## config.mk

```make
export PLATFORM = sky130hd
export DESIGN_NAME = icache_direct_flat
export DESIGN_NICKNAME = d
export VERILOG_FILES = /design/src/rtl/icache_direct_if.sv /design/src/rtl/icache_direct.sv /design/src/flat_wrapper.sv
export SDC_FILE = /design/constraint.sdc
export NUM_CORES = 2
export LEC_CHECK = 0
export ABC_AREA = 0
export CORE_UTILIZATION = 40
export CTS_BUF_LIST = sky130_fd_sc_hd__clkbuf_4 sky130_fd_sc_hd__clkbuf_8
export DETAILED_ROUTE_END_ITERATION = 12
export GPL_TIMING_DRIVEN = 0
export HOLD_SLACK_MARGIN = 0.03
export SYNTH_ARGS = -nofsm -noshare
export SYNTH_HDL_FRONTEND = slang
export SYNTH_SLANG_ARGS = --single-unit
```

## constraint.sdc

```tcl
create_clock -name clk -period 94.4 [get_ports clk]
set_input_delay 14.16 -clock clk [delete_from_list [all_inputs] [get_ports clk]]
set_output_delay 14.16 -clock clk [all_outputs]
set_load 0.01 [all_outputs]
```

## src/rtl/icache_direct_if.sv

```systemverilog
// Fetch and line-refill channels of the direct-mapped instruction cache.
// The slave modport is the cache's view. The master modport is the CPU/memory side.
interface icache_direct_if;
  logic        from_cpu_inst_req_valid;
  logic [31:0] from_cpu_inst_req_addr;
  logic        to_cpu_inst_req_ready;
  logic        to_cpu_cache_rsp_valid;
  logic [31:0] to_cpu_cache_rsp_data;
  logic        from_cpu_cache_rsp_ready;
  logic        to_mem_rd_req_valid;
  logic [31:0] to_mem_rd_req_addr;
  logic        from_mem_rd_req_ready;
  logic        from_mem_rd_rsp_valid;
  logic [31:0] from_mem_rd_rsp_data;
  logic        from_mem_rd_rsp_last;
  logic        to_mem_rd_rsp_ready;

  modport slave (
    input  from_cpu_inst_req_valid, from_cpu_inst_req_addr, from_cpu_cache_rsp_ready,
           from_mem_rd_req_ready, from_mem_rd_rsp_valid, from_mem_rd_rsp_data,
           from_mem_rd_rsp_last,
    output to_cpu_inst_req_ready, to_cpu_cache_rsp_valid, to_cpu_cache_rsp_data,
           to_mem_rd_req_valid, to_mem_rd_req_addr, to_mem_rd_rsp_ready
  );

  modport master (
    output from_cpu_inst_req_valid, from_cpu_inst_req_addr, from_cpu_cache_rsp_ready,
           from_mem_rd_req_ready, from_mem_rd_rsp_valid, from_mem_rd_rsp_data,
           from_mem_rd_rsp_last,
    input  to_cpu_inst_req_ready, to_cpu_cache_rsp_valid, to_cpu_cache_rsp_data,
           to_mem_rd_req_valid, to_mem_rd_req_addr, to_mem_rd_rsp_ready
  );
endinterface

```

## src/rtl/icache_direct.sv

```systemverilog
// Direct-mapped read-only instruction cache: one fetch at a time, whole-line burst refill on miss,
// with hit and miss counters for the performance-counter bank.
module icache_direct #(
  parameter int SET_NUM    = 8,
  parameter int LINE_WORDS = 8
) (
  input  logic              clk,
  input  logic              rst,
  icache_direct_if.slave    bus,
  output logic [31:0]       hit_cnt,
  output logic [31:0]       miss_cnt
);
  localparam int IDX_W  = $clog2(SET_NUM);
  localparam int WORD_W = $clog2(LINE_WORDS);
  localparam int OFF_W  = WORD_W + 2;
  localparam int TAG_W  = 32 - IDX_W - OFF_W;

  typedef enum logic [2:0] {
    S_WAIT, S_TAG_RD, S_MEM_RD, S_RECV, S_REFILL, S_RESP
  } state_t;

  state_t state, state_nxt;

  logic [31:2]       addr_q;
  logic [TAG_W-1:0]  addr_tag;
  logic [IDX_W-1:0]  addr_idx;
  logic [WORD_W-1:0] addr_word;

  logic [SET_NUM-1:0] valid_q;
  logic [TAG_W-1:0]   tag_q  [SET_NUM];
  logic [31:0]        data_q [SET_NUM][LINE_WORDS];
  logic [31:0]        line_buf [LINE_WORDS];
  logic [WORD_W-1:0]  beat_cnt;
  logic [31:0]        rsp_data;
  logic [31:0]        mem_addr;
  logic               hit;
  logic               beat_fire;

  assign addr_tag  = addr_q[31 -: TAG_W];
  assign addr_idx  = addr_q[OFF_W +: IDX_W];
  assign addr_word = addr_q[2 +: WORD_W];
  assign hit       = valid_q[addr_idx] && (tag_q[addr_idx] == addr_tag);
  assign beat_fire = (state == S_RECV) && bus.from_mem_rd_rsp_valid;

  assign bus.to_cpu_cache_rsp_data = rsp_data;
  assign bus.to_mem_rd_req_addr    = mem_addr;

  // NOTE: state and datapath registers use non-blocking assignments so every flop samples
  // the pre-edge values; blocking assignments here would create order-dependent races.
  always_ff @(posedge clk) begin
    if (rst) state <= S_WAIT;
    else     state <= state_nxt;
  end

  // NOTE: every signal driven here gets a default first, otherwise a missed branch infers a latch.
  always_comb begin
    state_nxt                    = state;
    bus.to_cpu_inst_req_ready    = 1'b0;
    bus.to_cpu_cache_rsp_valid   = 1'b0;
    bus.to_mem_rd_req_valid      = 1'b0;
    bus.to_mem_rd_rsp_ready      = 1'b0;
    case (state)
      S_WAIT: begin
        bus.to_cpu_inst_req_ready = 1'b1;
        if (bus.from_cpu_inst_req_valid) state_nxt = S_TAG_RD;
      end
      S_TAG_RD: state_nxt = hit ? S_RESP : S_MEM_RD;
      S_MEM_RD: begin
        // Handshakes are masked by rst so an abort is visible in the same cycle.
        bus.to_mem_rd_req_valid = !rst;
        if (bus.from_mem_rd_req_ready) state_nxt = S_RECV;
      end
      S_RECV: begin
        bus.to_mem_rd_rsp_ready = !rst;
        if (bus.from_mem_rd_rsp_valid && bus.from_mem_rd_rsp_last) state_nxt = S_REFILL;
      end
      S_REFILL: state_nxt = S_RESP;
      S_RESP: begin
        bus.to_cpu_cache_rsp_valid = !rst;
        if (bus.from_cpu_cache_rsp_ready) state_nxt = S_WAIT;
      end
      default: state_nxt = S_WAIT;
    endcase
  end

  always_ff @(posedge clk) begin
    if (rst) begin
      addr_q   <= '0;
      valid_q  <= '0;
      beat_cnt <= '0;
      rsp_data <= '0;
      mem_addr <= '0;
      hit_cnt  <= '0;
      miss_cnt <= '0;
    end else begin
      case (state)
        S_WAIT:
          if (bus.from_cpu_inst_req_valid) addr_q <= bus.from_cpu_inst_req_addr[31:2];
        S_TAG_RD:
          if (hit) begin
            rsp_data <= data_q[addr_idx][addr_word];
            hit_cnt  <= hit_cnt + 32'd1;
          end else begin
            mem_addr <= {addr_tag, addr_idx, {OFF_W{1'b0}}};
          end
        S_MEM_RD:
          if (bus.from_mem_rd_req_ready) beat_cnt <= '0;
        S_RECV:
          if (bus.from_mem_rd_rsp_valid) beat_cnt <= beat_cnt + 1'b1;
        S_REFILL: begin
          valid_q[addr_idx] <= 1'b1;
          rsp_data          <= line_buf[addr_word];
          miss_cnt          <= miss_cnt + 32'd1;
        end
        default: ;
      endcase
    end
  end

  // NOTE: tag, data and line-buffer storage is deliberately not reset; the valid bits alone
  // decide whether a set's contents mean anything, so resetting the arrays only costs logic.
  always_ff @(posedge clk) begin
    if (beat_fire) line_buf[beat_cnt] <= bus.from_mem_rd_rsp_data;
    if (state == S_REFILL) begin
      tag_q[addr_idx]  <= addr_tag;
      data_q[addr_idx] <= line_buf;
    end
  end
endmodule

```

## src/flat_wrapper.sv

```systemverilog
// flat-port wrapper written by rule: the top's interface ports become plain ports
module icache_direct_flat 
#(
  parameter int SET_NUM    = 8,
  parameter int LINE_WORDS = 8
)
  (clk, rst, hit_cnt, miss_cnt, bus_from_cpu_inst_req_valid, bus_from_cpu_inst_req_addr, bus_from_cpu_cache_rsp_ready, bus_from_mem_rd_req_ready, bus_from_mem_rd_rsp_valid, bus_from_mem_rd_rsp_data, bus_from_mem_rd_rsp_last, bus_to_cpu_inst_req_ready, bus_to_cpu_cache_rsp_valid, bus_to_cpu_cache_rsp_data, bus_to_mem_rd_req_valid, bus_to_mem_rd_req_addr, bus_to_mem_rd_rsp_ready);
  icache_direct_if bus_i ();
  input  logic clk;
  input  logic rst;
  output logic [31:0] hit_cnt;
  output logic [31:0] miss_cnt;
  input wire logic [$bits(bus_i.from_cpu_inst_req_valid)-1:0] bus_from_cpu_inst_req_valid;
  input wire logic [$bits(bus_i.from_cpu_inst_req_addr)-1:0] bus_from_cpu_inst_req_addr;
  input wire logic [$bits(bus_i.from_cpu_cache_rsp_ready)-1:0] bus_from_cpu_cache_rsp_ready;
  input wire logic [$bits(bus_i.from_mem_rd_req_ready)-1:0] bus_from_mem_rd_req_ready;
  input wire logic [$bits(bus_i.from_mem_rd_rsp_valid)-1:0] bus_from_mem_rd_rsp_valid;
  input wire logic [$bits(bus_i.from_mem_rd_rsp_data)-1:0] bus_from_mem_rd_rsp_data;
  input wire logic [$bits(bus_i.from_mem_rd_rsp_last)-1:0] bus_from_mem_rd_rsp_last;
  output wire logic [$bits(bus_i.to_cpu_inst_req_ready)-1:0] bus_to_cpu_inst_req_ready;
  output wire logic [$bits(bus_i.to_cpu_cache_rsp_valid)-1:0] bus_to_cpu_cache_rsp_valid;
  output wire logic [$bits(bus_i.to_cpu_cache_rsp_data)-1:0] bus_to_cpu_cache_rsp_data;
  output wire logic [$bits(bus_i.to_mem_rd_req_valid)-1:0] bus_to_mem_rd_req_valid;
  output wire logic [$bits(bus_i.to_mem_rd_req_addr)-1:0] bus_to_mem_rd_req_addr;
  output wire logic [$bits(bus_i.to_mem_rd_rsp_ready)-1:0] bus_to_mem_rd_rsp_ready;
  assign bus_i.from_cpu_inst_req_valid = bus_from_cpu_inst_req_valid;
  assign bus_i.from_cpu_inst_req_addr = bus_from_cpu_inst_req_addr;
  assign bus_i.from_cpu_cache_rsp_ready = bus_from_cpu_cache_rsp_ready;
  assign bus_i.from_mem_rd_req_ready = bus_from_mem_rd_req_ready;
  assign bus_i.from_mem_rd_rsp_valid = bus_from_mem_rd_rsp_valid;
  assign bus_i.from_mem_rd_rsp_data = bus_from_mem_rd_rsp_data;
  assign bus_i.from_mem_rd_rsp_last = bus_from_mem_rd_rsp_last;
  assign bus_to_cpu_inst_req_ready = bus_i.to_cpu_inst_req_ready;
  assign bus_to_cpu_cache_rsp_valid = bus_i.to_cpu_cache_rsp_valid;
  assign bus_to_cpu_cache_rsp_data = bus_i.to_cpu_cache_rsp_data;
  assign bus_to_mem_rd_req_valid = bus_i.to_mem_rd_req_valid;
  assign bus_to_mem_rd_req_addr = bus_i.to_mem_rd_req_addr;
  assign bus_to_mem_rd_rsp_ready = bus_i.to_mem_rd_rsp_ready;
  icache_direct #(.SET_NUM(SET_NUM), .LINE_WORDS(LINE_WORDS)) u_core (.clk(clk), .rst(rst), .bus(bus_i), .hit_cnt(hit_cnt), .miss_cnt(miss_cnt));
endmodule
```

-- Word-level counts from Yosys, hierarchy flattened
Memory sizes are Yosys's and may differ from the RTL's. A register that Yosys moved wholly into a read port is not among the register bits.
Cells that the tools add are included.
- register bits: 423
- RAM bits: 2240
- input bits: 71
- output and inout port bits: 132
- word-level logic and storage cells: 91
- memories: 2
- memories (name ; words ; width ; read ports ; clocked after Yosys merged registers in ; wr ports ; RTL line ; text):
    u_core.data_q ; 8 ; 256 ; 1 ; 1 ; 1 ; icache_direct.sv:31 ; logic [31:0] data_q [SET_NUM][LINE_WORDS];
    u_core.tag_q ; 8 ; 24 ; 1 ; 1 ; 1 ; icache_direct.sv:30 ; logic [TAG_W-1:0] tag_q [SET_NUM];
- add/subtract/negate cells: 3
- magnitude comparators: 5
- eq/ne operators: 12
- multiplexer cells: 34
- bitwise operators: 4
- reduce and logical (&&, ||, !) cells: 15
- operators by type and width (kind ; count):
    bitwise mux 256 bit ; 1
    binary-select mux 32 bit (select 3 bit) ; 2
    2-to-1 mux 32 bit ; 6
    demux 32 bit (select 3 bit) ; 1
    adder 32 x 1 -> 32 bit, second input constant ; 2
    one-hot mux 32 bit (2 select lines) ; 1
    2-to-1 mux 3 bit ; 11
    == test 24 bit ; 1
    one-hot mux 3 bit (6 select lines) ; 1
    inequality test 2 bit, second input constant ; 5
    >= comparator 4 bit, second input constant ; 2
    2-to-1 mux 1 bit ; 8
    NOT 3 -> 4 bit ; 2
    OR 8 bit ; 1
    AND reduction 2 bit ; 4
    == test 3 x 2 -> 1 bit, second input constant ; 2
    == test 3 bit, second input constant ; 2
    one-hot mux 3 bit (2 select lines) ; 1
    logical AND 1 bit ; 5
    < comparator 3 x 4 -> 1 bit, second input constant ; 1
    < comparator 4 x 1 -> 1 bit, second input constant ; 1
    AND reduction 4 bit ; 1
    nonzero test 2 bit ; 2
    adder 3 x 1 -> 3 bit, second input constant ; 1
    other kinds (9) ; 9

-- Depth between registers and ports, before layout
- word-level depth: 6
- gate-level depth with buffers: 14

-- Worst setup path after synthesis
Ideal clock, no wire load.
- path type: reg-to-reg
- from: reg u_core.state[2]
- to: mem u_core.data_q[4][0] (netlist bit), enable pin
- library setup time: 1.710 ns
- arrival time: 29.351 ns
- data required time: 92.690 ns
- slack: 63.339 ns
- cell stages (with the launch flop): 5
- buffers on the path: 2
- period minus slack after synthesis: 31.061 ns
- path through: dfxtp_1 -> clkbuf_1 -> nand2_1 -> clkbuf_1 -> nor4b_1
- cells in the longest elaborated chain, start to end: 3
- RTL lines (item ; RTL line ; text):
    start: declaration ; icache_direct.sv:22 ; state_t state, state_nxt;
    start signal: assignment ; icache_direct.sv:52 ; else state <= state_nxt;
    == test 3 bit ; icache_direct.sv:124 ; if (state == S_REFILL) begin
    2-to-1 mux 1 bit ; icache_direct.sv:124 ;
    2-to-1 mux 1 bit (not written as such) ; icache_direct.sv:126 ; data_q[addr_idx] <= line_buf;
    end: declaration ; icache_direct.sv:31 ;
Every way passes these cells.

-- Final worst setup path
- from: in rst
- to: out bus_to_mem_rd_rsp_ready
- cells in the longest elaborated chain, start to end: 2
- RTL lines (item ; RTL line ; text):
    start: declaration ; flat_wrapper.sv:10 ; input logic rst;
    zero test 1 bit ; icache_direct.sv:74 ; bus.to_mem_rd_rsp_ready = !rst;
    2-to-1 mux 1 bit ; icache_direct.sv:62 ; case (state)
    end: declaration ; flat_wrapper.sv:25 ; output wire logic [$bits(bus_i.to_mem_rd_rsp_ready)-1:0] bus_to_mem_rd_rsp_ready;
Every way passes these cells.

==> run metrics <==
initial antenna violation count=23; setup violators final=0; Synth Register Bits=2666; total number of vias=53.98k; CTS max path bufs=4; share of cells above drive strength 1=33.18%; Remaining DRCs=0; number of global-route vias before repair=53.68k; number of H-tree levels=5; Synth Instances=roughly 4.6k; postcts setup bufs=0; Post-synth EDFFs=2496; top_reg_cell synth=edfxtp_1; gr usage total=between 20% and 30%; Initial Util=40.28%; Routed Antenna Nets=0; number of max-cap violations=2; first-pass GRT wire length=about 410000 um; crit end category=output pin; Layout area overhead=17.82%; GP Congestion=0.8238; failing checks=capacitance limit, slew limit; utilization after layout=47.46%; placed insts=8542; CP max stage delay=1080 ps; DP Wirelength=205200 um; 1st-iter DRT viols=7215; Hold Buf Count CTS=0; crit path time final=31300 ps; CTS tree=built; first-pass detailed-route iteration total=5; RR Startpoint=u_core.state[1]$_SDFFE_PP0P_; WL per Instance=31.82 um; final cell count without fillers=9303; largest net degree at the start of global routing=25; Final Max Slew Viols=22; final instance area=120700 um2; CP startpoint kind=input port; grt total ovfl=0; Final Skew=around 110 ps; Multi-input gate area=22820 um2; total power=approximately 0.0024 W; largest family of logic cells by synthesized area=multiplexers; Power Density=19.95 nW/um2; worst slew pin tran=1612 ps; worst vdd ir=14.83 uV; Simple-Gate Fraction of Synth Area=2.429%; period utilisation layout=33.16%; Total Wirelength=296000 um; Final nets=~5.7k; Hold Vio Cnt, Final=0; critical-path cell list=buf_2 > inv_1 > clkbuf_1 > buf_2 > nand2_1 > nor2_1 > clkdlybuf4s50_1; commonest cells after routing, fill and taps aside=edfxtp_1 (2496), mux4_2 (717), clkbuf_8 (449); Worst Path Arrival=17140 ps; Hold Path Class=register to register; core area=254400 um2; mux cell area share after synthesis=17.58%; post_cts resized=0; Die Height=just over 500 um; Crit Path Class=input port to output pin; post-synthesis sequential area ratio=around 76%; I/O pins=203; clk_lat worst skew=1110 ps; PortBufs=194; Synth Area in Compound Gates=1.712%; clock buffer count from CTS=432; Post-Synth XOR/XNOR Area=0.3761%; CP required=80240 ps; synthesized cell area=102500 um2; Synth warnings=0; adder-cell share of the synthesized area=less than 1%; Max Clk Rate=31.94 MHz; RSZ-0062 raised after global routing=no; R2R setup slack=88830 ps; die width=roughly 510 um; headroom to the max-slew limit=-7.489%; setup TNS=0 ps; vias per cell=5.802; num rows=around 190; CP Max Fanout=10; status=finished with violations; Cell variety after synth=63; Worst Hold Launch=u_core.bus.to_cpu_cache_rsp_data[27]$_SDFFE_PP0P_; CP max stage cell=clkbuf_1; clock root buffer=clkbuf_8; cell mode on critical path=buf_2; most common cell after layout, fill and taps aside=edfxtp_1; crit path from=rst; Clock transition at path regs=~60 ps; die area=258200 um2; LEAKAGE=between 30 and 40 nW; FF/Latch Area=78360 um2; dpl cell area=112500 um2; ys async rst share=0%; CTS Sinks=2666; Mean Syn Cell Area=22.08 um2; FILL cells=20.92k
[power breakdown]
part	switching, W	leakage (nW)	total [W]	internal (W)
Sequential	0.00000472	23.9	0.00128	0.00128
Clock	0.000449	4.37	0.000968	0.000519
Combinational	0.0000917	9.64	0.000157	0.0000649
[cells in the mapped netlist, types with 6 or more instances]
master | number | area (um2)
edfxtp_1 | 2496 | 74950
nor2b_1 | 76 | 475.5
buf_2 | 101 | 505.5
xor2_1 | 36 | 315.3
mux2_2 | 48 | 540.5
inv_1 | 19 | 71.32
nand2_1 | 168 | 630.6
xnor2_1 | 8 | 70.07
mux4_2 | 717 | 16150
mux2i_1 | 126 | 1261
and3_1 | 14 | 87.58
or2_2 | 11 | 68.82
o41ai_1 | 8 | 70.07
nor2_1 | 95 | 356.6
o22ai_1 | 16 | 100.1
nand4_1 | 19 | 118.9
o311ai_0 | 10 | 87.58
a22o_1 | 8 | 70.07
a2111oi_0 | 22 | 192.7
buf_4 | 36 | 270.3
a211oi_1 | 46 | 345.3
o211ai_1 | 12 | 90.09
or3_1 | 8 | 50.05
nor4_2 | 6 | 75.07
and4_1 | 6 | 52.55
dfxtp_1 | 170 | 3403
mux2_1 | 6 | 67.56
buf_1 | 30 | 112.6
nor3_1 | 21 | 105.1
nand3_1 | 29 | 145.1
a31o_2 | 7 | 61.31
a21oi_1 | 61 | 305.3
nor4_1 | 12 | 75.07
a22oi_1 | 11 | 82.58
buf_6 | 13 | 146.4
nand2b_1 | 12 | 75.07
and2_1 | 8 | 50.05
clkbuf_1 | 86 | 322.8
o21ai_0 | 18 | 90.09
[metal layers]
metal	track usage, %	vias up	part of all wire [%]
met2	36.20	3054	47
met4	6.496	10	2.8
li1	-	21500	-
met1	32.00	28910	41
met3	4.569	508	9.3
met5	0.1481	-	0.036
[final timing paths]
check,end,cells past startpoint
setup / recovery,bus_to_mem_rd_rsp_ready,7
hold reg to reg,u_core.bus.to_cpu_cache_rsp_data[27]$_SDFFE_PP0P_,2
setup reg to reg,u_core.data_q[2][10]$_DFFE_PP_,15
hold / removal,u_core.bus.to_cpu_cache_rsp_data[27]$_SDFFE_PP0P_,2
[area by class of cell]
class                           instances  area share [%]
Sequential cell                      2666           64.90
Antenna cell                            9         0.01865
Timing Repair Buffer                  531           4.707
Buffer                                266           1.138
Clock buffer                          602           6.070
Clock inverter                        150          0.7130
Multi-Input combinational cell       1694           18.90
Tap cell                             3366           3.488
Inverter                               19         0.05907
[metrics by stage]
step / setup WS, ps / hold WS [ps]
finish: 63100 / 452.1
CTS: 63180 / 457.6
global placement: 28870 / 442.1
global route: 63100 / 482.2
detailed placement: 63180 / 448.4
floorplan: 63340 / 434.8
[worst max-delay path, delay by kind of cell]
kind	cells	cell delay (ps)
buffers and inverters	5	2660
AND/OR/NAND/NOR	2	280
[kinds of logic (layout without fill, tap and decap cells)]
kind of cell,count (synthesis),after routing
compound gates,245,245
fa+ha+maj,3,3
xor+xnor,44,44
flops,2666,2666
mux,897,897
simple gates,500,500
other cells,1,14
buf+inv,285,1568
[flip-flops by register name, indices dropped and copies added, names as in the netlist, named ones only]
name / count
u_core.beat_cnt: 3
u_core.bus.to_cpu_cache_rsp_data: 32
u_core.line_buf: 256
u_core.data_q: 2048
u_core.bus.to_mem_rd_req_addr: 27
u_core.miss_cnt: 32
u_core.valid_q: 8
u_core.tag_q: 192
u_core.state: 3
u_core.addr_q: 30
u_core.hit_cnt: 32
Note: power is estimated with default switching activity, not from simulation.
